`src/rtl/mac_tree_pkg.sv`:
```
// mac_tree_pkg
// Shared helpers for the multiply-accumulate tree bank: elaboration-time
// width functions and the request tag that travels down the pipeline
// alongside the partial sums.
package mac_tree_pkg;

    // Channel field of the tag is fixed-width so the struct can live in the
    // package; the bank uses the low CW bits, which limits CHANNELS to 256.
    localparam int TAG_CHAN_W = 8;

    typedef struct packed {
        logic [TAG_CHAN_W-1:0] chan;
        logic                  acc;
    } tag_t;

    function automatic int clog2(input int n);
        int r;
        r = 0;
        for (int i = 0; i < 32; i++) begin
            if ((1 << r) < n) begin
                r = r + 1;
            end
        end
        return r;
    endfunction

    function automatic int max2(input int a, input int b);
        return (a > b) ? a : b;
    endfunction

    // Select width for channel ports; a single-channel bank still gets one bit.
    function automatic int chan_w(input int channels);
        return max2(1, clog2(channels));
    endfunction

    // Full-precision width of adder-tree level k (level 0 = raw products).
    function automatic int level_w(input int w_in, input int k);
        return 2 * w_in + k;
    endfunction

    function automatic logic [63:0] width_mask(input int w);
        return (64'd1 << w) - 64'd1;
    endfunction

endpackage

```
`src/rtl/mac_adder_tree.sv`:
```
// mac_adder_tree
// Registered pairwise adder tree reducing LANES products to one sum in
// clog2(LANES) cycles. Each level keeps full precision (level k is
// 2*W_IN+k bits wide); a valid bit and request tag ride alongside.
//
// Ports:
//   clk, rst   clock, synchronous active-high reset (clears valids only)
//   in_valid   products on in_prod belong to a live request
//   in_tag     request tag accompanying in_prod
//   in_prod    LANES packed products, lane 0 in the low bits
//   out_valid  out_sum/out_tag hold a finished reduction
//   out_tag    tag of the finished reduction
//   out_sum    sum of all LANES products
//   busy       any tree level holds a live request
module mac_adder_tree
    import mac_tree_pkg::*;
#(
    parameter int LANES = 8,
    parameter int W_IN  = 3
) (
    input  logic                                clk,
    input  logic                                rst,
    input  logic                                in_valid,
    input  tag_t                                in_tag,
    input  logic [LANES*2*W_IN-1:0]             in_prod,
    output logic                                out_valid,
    output tag_t                                out_tag,
    output logic [2*W_IN+clog2(LANES)-1:0]      out_sum,
    output logic                                busy
);

    localparam int LW = clog2(LANES);
    localparam int PW = 2 * W_IN;
    localparam int SW = PW + LW;

    // lvl[k-1][i] holds node i of tree level k; only the first LANES>>k
    // entries of each level are live.
    logic [SW-1:0] lvl [LW][LANES];
    logic [LW-1:0] v;
    tag_t          t   [LW];

    // Masking each level to its natural width lets synthesis drop the
    // always-zero upper bits of the shallow levels.
    always_ff @(posedge clk) begin
        for (int i = 0; i < LANES / 2; i++) begin
            lvl[0][i] <= (SW'(in_prod[2*i*PW +: PW]) + SW'(in_prod[(2*i+1)*PW +: PW]))
                         & SW'(width_mask(level_w(W_IN, 1)));
        end
        for (int k = 2; k <= LW; k++) begin
            for (int i = 0; i < LANES / 2; i++) begin
                if (i < (LANES >> k)) begin
                    lvl[k-1][i] <= (lvl[k-2][2*i] + lvl[k-2][2*i+1])
                                   & SW'(width_mask(level_w(W_IN, k)));
                end
            end
        end
    end

    always_ff @(posedge clk) begin
        if (rst) begin
            v <= '0;
        end else begin
            v[0] <= in_valid;
            for (int k = 1; k < LW; k++) begin
                v[k] <= v[k-1];
            end
        end
    end

    always_ff @(posedge clk) begin
        t[0] <= in_tag;
        for (int k = 1; k < LW; k++) begin
            t[k] <= t[k-1];
        end
    end

    assign out_valid = v[LW-1];
    assign out_tag   = t[LW-1];
    assign out_sum   = lvl[LW-1][0];
    assign busy      = |v;

endmodule

```
`src/rtl/mac_tree_bank.sv`:
```
// mac_tree_bank
// CHANNELS banks of LANES unsigned operand pairs. A start request latches
// the channel's products, reduces them through a pipelined adder tree and
// either overwrites or accumulates into the channel's result register,
// with optional saturation and a sticky per-channel overflow flag.
// Accepts one request per cycle; done follows start by LW+2 cycles.
//
// Ports:
//   clk, rst     clock, synchronous active-high reset
//   wr_data      operand write value
//   wr_a, wr_b   write wr_data into A / B at [wr_chan][wr_lane]
//   wr_chan      write channel (out-of-range writes ignored)
//   wr_lane      write lane
//   start        launch a dot product for start_chan
//   start_chan   channel to compute (out-of-range requests dropped)
//   acc_mode     1 = add to stored result, 0 = overwrite
//   rd_chan      result read select
//   rd_data      result[rd_chan], combinational; 0 when out of range
//   ovf          per-channel sticky overflow
//   done         one-cycle pulse when a result register was updated
//   done_chan    channel updated while done=1, else 0
//   busy         any pipeline stage holds a live request
module mac_tree_bank
    import mac_tree_pkg::*;
#(
    parameter int CHANNELS = 2,
    parameter int LANES    = 8,
    parameter int W_IN     = 3,
    parameter int W_OUT    = 8,
    parameter int SAT      = 1
) (
    input  logic                          clk,
    input  logic                          rst,
    input  logic [W_IN-1:0]               wr_data,
    input  logic                          wr_a,
    input  logic                          wr_b,
    input  logic [chan_w(CHANNELS)-1:0]   wr_chan,
    input  logic [clog2(LANES)-1:0]       wr_lane,
    input  logic                          start,
    input  logic [chan_w(CHANNELS)-1:0]   start_chan,
    input  logic                          acc_mode,
    input  logic [chan_w(CHANNELS)-1:0]   rd_chan,
    output logic [W_OUT-1:0]              rd_data,
    output logic [CHANNELS-1:0]           ovf,
    output logic                          done,
    output logic [chan_w(CHANNELS)-1:0]   done_chan,
    output logic                          busy
);

    localparam int CW = chan_w(CHANNELS);
    localparam int LW = clog2(LANES);
    localparam int PW = 2 * W_IN;
    localparam int TW = PW + LW;
    localparam int FW = max2(W_OUT, TW) + 1;

    logic [W_IN-1:0]    op_a   [CHANNELS][LANES];
    logic [W_IN-1:0]    op_b   [CHANNELS][LANES];
    logic [W_OUT-1:0]   result [CHANNELS];

    logic               st_valid;
    tag_t               st_tag;
    logic [LANES*PW-1:0] st_prod;
    logic               start_ok;

    logic               tree_valid;
    tag_t               tree_tag;
    logic [TW-1:0]      tree_sum;
    logic               tree_busy;

    logic [CW-1:0]      fin_ch;
    logic [W_OUT-1:0]   fin_base;
    logic [FW-1:0]      fin_sum;
    logic               fin_over;

    always_ff @(posedge clk) begin
        if (rst) begin
            for (int c = 0; c < CHANNELS; c++) begin
                for (int l = 0; l < LANES; l++) begin
                    op_a[c][l] <= '0;
                    op_b[c][l] <= '0;
                end
            end
        end else if (int'(wr_chan) < CHANNELS) begin
            if (wr_a) begin
                op_a[wr_chan][wr_lane] <= wr_data;
            end
            if (wr_b) begin
                op_b[wr_chan][wr_lane] <= wr_data;
            end
        end
    end

    assign start_ok = start && (int'(start_chan) < CHANNELS);

    always_ff @(posedge clk) begin
        if (rst) begin
            st_valid <= 1'b0;
        end else begin
            st_valid <= start_ok;
        end
    end

    // Operands are read from their registers, so a write landing on the
    // same edge as start is not seen by this request.
    always_ff @(posedge clk) begin
        if (start_ok) begin
            st_tag.chan <= TAG_CHAN_W'(start_chan);
            st_tag.acc  <= acc_mode;
            for (int l = 0; l < LANES; l++) begin
                st_prod[l*PW +: PW] <= PW'(op_a[start_chan][l]) * PW'(op_b[start_chan][l]);
            end
        end
    end

    mac_adder_tree #(
        .LANES (LANES),
        .W_IN  (W_IN)
    ) u_tree (
        .clk       (clk),
        .rst       (rst),
        .in_valid  (st_valid),
        .in_tag    (st_tag),
        .in_prod   (st_prod),
        .out_valid (tree_valid),
        .out_tag   (tree_tag),
        .out_sum   (tree_sum),
        .busy      (tree_busy)
    );

    // Reading the live result register lets back-to-back accumulates on one
    // channel chain without forwarding: the previous update has already
    // landed by the time the next request reaches this stage.
    always_comb begin
        fin_ch   = tree_tag.chan[CW-1:0];
        fin_base = '0;
        if (tree_tag.acc) begin
            fin_base = result[fin_ch];
        end
        fin_sum  = FW'(fin_base) + FW'(tree_sum);
        fin_over = fin_sum > FW'({W_OUT{1'b1}});
    end

    always_ff @(posedge clk) begin
        if (rst) begin
            for (int c = 0; c < CHANNELS; c++) begin
                result[c] <= '0;
            end
            ovf       <= '0;
            done      <= 1'b0;
            done_chan <= '0;
        end else begin
            done      <= tree_valid;
            done_chan <= tree_valid ? fin_ch : '0;
            if (tree_valid) begin
                result[fin_ch] <= (fin_over && (SAT != 0)) ? {W_OUT{1'b1}} : fin_sum[W_OUT-1:0];
                // Overwrite restarts the sticky flag; accumulate keeps it.
                ovf[fin_ch]    <= fin_over | (tree_tag.acc & ovf[fin_ch]);
            end
        end
    end

    assign rd_data = (int'(rd_chan) < CHANNELS) ? result[rd_chan] : '0;
    assign busy    = st_valid | tree_busy;

    generate
        if (CW < TAG_CHAN_W) begin : g_tag_hi
            logic unused_tag_hi;
            assign unused_tag_hi = ^tree_tag.chan[TAG_CHAN_W-1:CW];
        end
    endgenerate

endmodule
```
`config.mk`:
```
export PLATFORM = sky130hd
export DESIGN_NAME = mac_tree_bank
export DESIGN_NICKNAME = d
export VERILOG_FILES = /design/src/rtl/mac_tree_pkg.sv /design/src/rtl/mac_adder_tree.sv /design/src/rtl/mac_tree_bank.sv
export SDC_FILE = /design/constraint.sdc
export NUM_CORES = 1
export LEC_CHECK = 0
export ABC_AREA = 1
export BUFFER_PORTS_ARGS = -buffer_cell sky130_fd_sc_hd__buf_2
export CAP_MARGIN = 20
export CORE_MARGIN = 2
export CORE_UTILIZATION = 57
export DETAILED_ROUTE_END_ITERATION = 10
export PLACE_DENSITY = 0.77
export SETUP_SLACK_MARGIN = 0.05
export SLEW_MARGIN = 40
export SYNTH_ARGS = -nofsm -noshare
export SYNTH_HDL_FRONTEND = slang
export SYNTH_SLANG_ARGS = --single-unit
```
`constraint.sdc`:
```
create_clock -name clk -period 2.5 [get_ports clk]
set_input_delay 0.375 -clock clk [delete_from_list [all_inputs] [get_ports clk]]
set_output_delay 0.375 -clock clk [all_outputs]
set_load 0.01 [all_outputs]
```
* After elaboration in Yosys (flattened, before gate mapping)
Memory sizes are Yosys's and may differ from the RTL's. Cells that the tools add are included.
Word-level totals: register bits 58, input port bits 15, bits in writable memories 232, output and inout bits 13, memory bits (read-only) 0, logic and storage cells 75, bits in latches 0, memories 5
Operators by class: reductions and logical operators 7, $add $sub $neg 8, multiplexer cells 29, shift operators 0, equality and inequality tests 0, divide/modulo/power cells 0, multipliers 8, order comparisons 5, bitwise operators 5
Memories:
- u_tree.lvl | words 3, bits a word 31, rd ports 3, clocked after memory_dff 0, write ports 3, RTL line mac_adder_tree.sv:38 | logic [SW-1:0] lvl [LW][LANES];
- op_a | words 2, bits a word 24, rd ports 1, clocked after memory_dff 0, write ports 2, RTL line mac_tree_bank.sv:56 | logic [W_IN-1:0] op_a [CHANNELS][LANES];
- op_b | words 2, bits a word 24, rd ports 1, clocked after memory_dff 0, write ports 2, RTL line mac_tree_bank.sv:57 | logic [W_IN-1:0] op_b [CHANNELS][LANES];
- u_tree.t | words 3, bits a word 9, rd ports 3, clocked after memory_dff 0, write ports 3, RTL line mac_adder_tree.sv:40 | tag_t t [LW];
- result | words 2, bits a word 8, rd ports 2, clocked after memory_dff 0, write ports 2, RTL line mac_tree_bank.sv:58 | logic [W_OUT-1:0] result [CHANNELS];
Operators by type and width (number):
- 24-bit two-way mux | 6
- 3-bit by 3-bit multiplier with 6-bit output | 8
- 24-bit OR reduction | 2
- 6-bit by 6-bit adder with 7-bit output | 4
- 8-bit two-way mux | 3
- 8-bit adder | 2
- 1-bit two-way mux | 16
- 8-bit by 9-bit adder with 10-bit output | 1
- 10-bit by 8-bit greater-than comparator with 1-bit output, second input constant | 1
- 9-bit adder | 1
- 3-bit demux with 3-bit select | 1
- 8-bit OR reduction | 1
- 4-bit greater-or-equal comparator, second input constant | 1
- 4-bit by 1-bit < comparator with 1-bit output, second input constant | 1
- 3-bit inverter with 4-bit output | 1
- 3-bit two-way mux | 1
- 3-bit OR reduction | 1
- 2-bit bitwise mux | 1
- 1-bit logical AND | 2
- 1-bit by 2-bit < comparator with 1-bit output, second input constant | 1
- 1-bit OR | 2
- 2-bit OR reduction | 1
- 1-bit AND | 1
- 1-bit demux with 1-bit select | 1
- other kinds (2) | 2

* Depth between registers and ports, before layout
depth after elaboration 8, gate-level depth with buffers 17, gate-level depth less buffers 16

* Hierarchy
From an unflattened synthesis, not the netlist that was laid out.
Unflattened totals: cells, all modules 1148, area total of the unflattened synthesis 12189.2 µm²
Modules (own cells, without submodules):
- mac_tree_bank | area each 8488.1 µm², cells each 747, seq. area each 4964.8 µm², times used 1
- mac_adder_tree | area each 3701.0 µm², cells each 401, seq. area each 1661.6 µm², times used 1

* Worst setup path after synthesis
OpenSTA, ideal clock, no wires.
kind input-to-reg, start point in start_chan, end point reg st_prod[34] (data pin), setup time 0.258 ns, path buffers 3, cell stages on the path 11, data required time 2.242 ns, slack -0.120 ns, arrival 2.362 ns, cells stage by stage buf_4 -> buf_8 -> buf_8 -> mux2i_1 -> or2_1 -> fa_1 -> inv_1 -> ha_1 -> inv_1 -> fa_1 -> xnor2_1
On the way: word-level cells in the longest chain between the ends 2, elaborated cells on any way between the ends 3, classes of those cells 1 x mul; 2 x memory
RTL lines:
- start: declaration | RTL line mac_tree_bank.sv:40 | input logic [chan_w(CHANNELS)-1:0] start_chan,
- memory 2 x 24 bit, on equally long branches
- 3-bit by 3-bit multiplier with 6-bit output * | RTL line mac_tree_bank.sv:110 | st_prod[l*PW +: PW] <= PW'(op_a[start_chan][l]) * PW'(op_b[start_chan][l]);
- end signal: indexed assignment | RTL line mac_tree_bank.sv:110
- end: declaration | RTL line mac_tree_bank.sv:62 | logic [LANES*PW-1:0] st_prod;
Every way passes the cells marked *; elsewhere a longest branch is shown, timed or not. A chain may end at the register's enable or synchronous reset.

==> results.sh <==
export IMPL_avgViaCountPerCell=5.10
export IMPL_arrival_time_at_the_worst_endpoint_ns=2.57
export IMPL_p_sw_mw=3.74
export IMPL_timing_final_crit_share=0.931
export IMPL_ys_top_cells_by_area="edfxtp_1, dfxtp_1, ha_1"
export IMPL_wl_mm=20.8
export IMPL_rr_startpoint="u_tree.t[0][18]$_DFF_P_"
export IMPL_ys_seq_elements=229
export IMPL_maxCapViolCount=0
export IMPL_startpoint_kind_of_the_worst_setup_timing_path="register"
export IMPL_numClockSinks=229
export IMPL_mostFrequentLayoutCell="edfxtp_1"
export IMPL_insertion_delay_ns=0.51
export IMPL_grt_pass1_wl_mm=34.5
export IMPL_reg2regPathDepth=11
export IMPL_fmax_mhz=429
export IMPL_fin_crit_ns=2.33
export IMPL_cts_reportedPaths_clkPinSlew_ns=0.06
export IMPL_critical_path_max_stage_delay_ns=0.36
export IMPL_clk_root_buffer_cell="clkbuf_16"
export IMPL_status="complete, no violations"
export IMPL_vias=7371
export IMPL_hold_path_class="in2reg"
export IMPL_placeableCoreArea_um2=19600
export IMPL_crit_path_end="result[0][4]$_SDFFCE_PN0P_"
export IMPL_cts_tree="yes"
export IMPL_synthCells=1059
export IMPL_postSynthNetCount=1192
export IMPL_finalHoldViolations=0
export IMPL_gr_usage_all_layers=0.197
export IMPL_power_clock_fraction=0.281
export IMPL_slew_headroom=0.525
export IMPL_floorplan_initialDensity=0.585
export IMPL_grt_pass1_vias=7434
export IMPL_crit_path_start="u_tree.t[0][18]$_DFF_P_"
export IMPL_gr_total_overflow=0
export IMPL_layout_common_cells="edfxtp_1, nor2_1, nand2_1, inv_1, ha_1"
export IMPL_final_util=0.675
export IMPL_synth_seq_area_share=0.542
export IMPL_path_cells="buf_4 > o21ai_0 > a21oi_1 > ha_1 > or2_4 > nand3_4 > nand2_2 > nand2_4 > nand3_4 > nor2_2 > nor2_1"
export IMPL_dp_final_hpwl_mm=15.5
export IMPL_areaGrowthSynthToFinish_pct=15.5
export IMPL_maximum_buffer_depth_of_the_clock_tree=3
export IMPL_drt_iter0_markers=309
export IMPL_setup_slack_of_the_critical_path_after_layout_ns=0.172
export IMPL_power_per_cell_area_nw_per_um2=914
export IMPL_timing_clock_skew_ns=0.00902
export IMPL_initial_antenna_violation_count=0
export IMPL_timing_max_transition_violations_final=0
export IMPL_drt_wirelength_per_cell_um=14.4
export IMPL_port_buffers=27
export IMPL_pin_count=28
export IMPL_ys_async_sr_fraction=0
export IMPL_preCtsSetupSlack_ns=-0.274
export IMPL_setup_worst_path_end_class="register"
export IMPL_comb_power_share=0.305
export IMPL_fp_row_count=51
export IMPL_ant_diodes=0
export IMPL_synth_area_leader_cell="edfxtp_1"
export IMPL_internal_power_mw=8.36
export IMPL_grt_max_degree=52
export IMPL_worst_path_most_repeated_cell="nand3_4"
export IMPL_detail_route_drc_violations=0
export IMPL_syn_avg_cell_area_um2=10.8
export IMPL_yosysTopAreaCellShare=0.425
export IMPL_rsz0062_at_grt="false"
export IMPL_slowest_stage="dfxtp_2"
export IMPL_timing_setup_critical_path_class="reg2reg"
export IMPL_r2r_end="result[0][4]$_SDFFCE_PN0P_"
export IMPL_h_tree_depth=1
export IMPL_worstMarginPinSlew_ns=0.710
export IMPL_post_synthesis_instance_area_um2=11500
export IMPL_number_of_synthesis_warnings=0
export IMPL_synth_enable_flop_cells=162
export IMPL_cts_hold_buffers_added=0
export IMPL_worst_endpoint_required_ns=2.75
export IMPL_floorplan_die_area_um2=21200
export IMPL_worstPathMaxFanout=8
export IMPL_flop_pwr_share=0.413
export IMPL_drt_pre_antenna_iters=5
export IMPL_final_layout_size_suffix_gt1_frac=0.162
export IMPL_swShare=0.309
export IMPL_setup_viol=0
export IMPL_max_vdd_ir_drop_mv=0.658
export IMPL_cts_made_buffers=24
export IMPL_dieHeight_um=146
export IMPL_synth_cell_types=38
export IMPL_nNetsFinal=1294
export IMPL_p_leak_nw=6.00
export IMPL_most_used_flip_flop_cell_after_synthesis="edfxtp_1"
export IMPL_gp_congestion=0.790
export IMPL_r2r_setup_slack_ns=0.17
export IMPL_ant_nets=0
export IMPL_chipWidth_um=146
## Yosys cell counts (9+ instances only)
master / count
inv_1: 132
dfxtp_1: 67
nor2_2: 11
edfxtp_1: 162
o21ai_0: 35
a21oi_1: 47
clkbuf_1: 9
xnor2_1: 19
fa_1: 24
or2_2: 13
ha_1: 94
mux2i_1: 48
xor2_1: 17
nor2_1: 147
nand2_1: 143
nor3_1: 9
nand3_1: 27
## stage by stage
| stage | instance area [µm²] | hold slack, ns | setup TNS, ns | total power [mW] | instances |
|---|---|---|---|---|---|
| 3_3_place_gp | 12300 | 0.311 | -2.32 | 8.43 | 1395 |
| 2_1_floorplan | 11500 | 0.310 | -0.687 | 7.71 | 1059 |
| 5_1_grt | 13200 | 0.0321 | 0 | 12.9 | 1444 |
| 6_report | 13200 | 0.0441 | 0 | 12.1 | 1444 |
| 4_1_cts | 13100 | 0.0274 | 0 | 12.0 | 1439 |
| 3_5_place_dp | 12300 | 0.312 | -3.52 | 8.57 | 1395 |
## critical path: cells and delay by family (launching register included)
kind,cells,cell delay [ns]
AND/OR/NAND/NOR,7,0.97
flip-flops,1,0.36
adder cells (fa/ha/maj),1,0.31
AO/OA/AOI/OAI,2,0.29
buffers and inverters,1,0.14
## layout make-up
type	count	area [µm²]
fill	1466	6370
sequential	229	6210
multi-input combinational	675	4730
clock buffer	33	686
timing repair buffer	97	677
inverter	134	505
tap	265	332
clock inverter	11	81.3
## logic make-up after synthesis
group | after synthesis | synth area share
xor+xnor | 36 | 0.0275
mux | 49 | 0.0429
compound gates | 98 | 0.0469
flops | 229 | 0.542
fa+ha+maj | 118 | 0.145
buf+inv | 155 | 0.0557
simple gates | 374 | 0.140
## worst min-delay path by stage
| stage | cells past startpoint | endpoint | startpoint |
|---|---|---|---|
| floorplan | 0 | u_tree.t[0][10]$_DFF_P_ | u_tree.t[0][1]$_DFF_P_ |
| global placement | 0 | u_tree.t[0][10]$_DFF_P_ | u_tree.t[0][1]$_DFF_P_ |
| CTS | 1 | st_tag[0]$_DFFE_PP_ | acc_mode |
| finish | 1 | st_tag[0]$_DFFE_PP_ | acc_mode |
| detailed placement | 0 | u_tree.t[0][18]$_DFF_P_ | u_tree.t[0][9]$_DFF_P_ |
| global route | 1 | st_tag[0]$_DFFE_PP_ | acc_mode |
## registers in the layout, summed over array words and instances (netlist names)
name and cells:
st_tag 2, st_valid 1, done_chan 1, u_tree.lvl 53, op_a 48, ovf 2, done 1, u_tree.v 3
u_tree.t 6, op_b 48, st_prod 48, result 16
## routing by layer
layer  vias up  part of all wire  global-route usage
met5         -                 0                   0
met4         0             0.017              0.0505
met3        29             0.045              0.0279
met2       167              0.52               0.367
met1      3434              0.42               0.241
li1       3741                 -                   -
## power by group through the flow
stage / sequential [mW] / combinational, mW / clock, mW
floorplan: 4.96 / 2.75 / 0
global placement: 5.06 / 3.37 / 0
detailed placement: 5.08 / 3.49 / 0
CTS: 5.01 / 3.55 / 3.45
global route: 5.05 / 4.22 / 3.62
finish: 5.00 / 3.69 / 3.40
## what timing repair did
| item | CTS | global route |
|---|---|---|
| hold endpoints to repair | 0 | 0 |
| pin swaps | 0 | 8 |
| buffers inserted | 0 | 4 |
| setup endpoints to repair | 15 | 16 |
| gates resized for setup | 1 | 26 |
| cloned | 0 | 1 |
No activity file was read; power rests on OpenSTA's default activity.
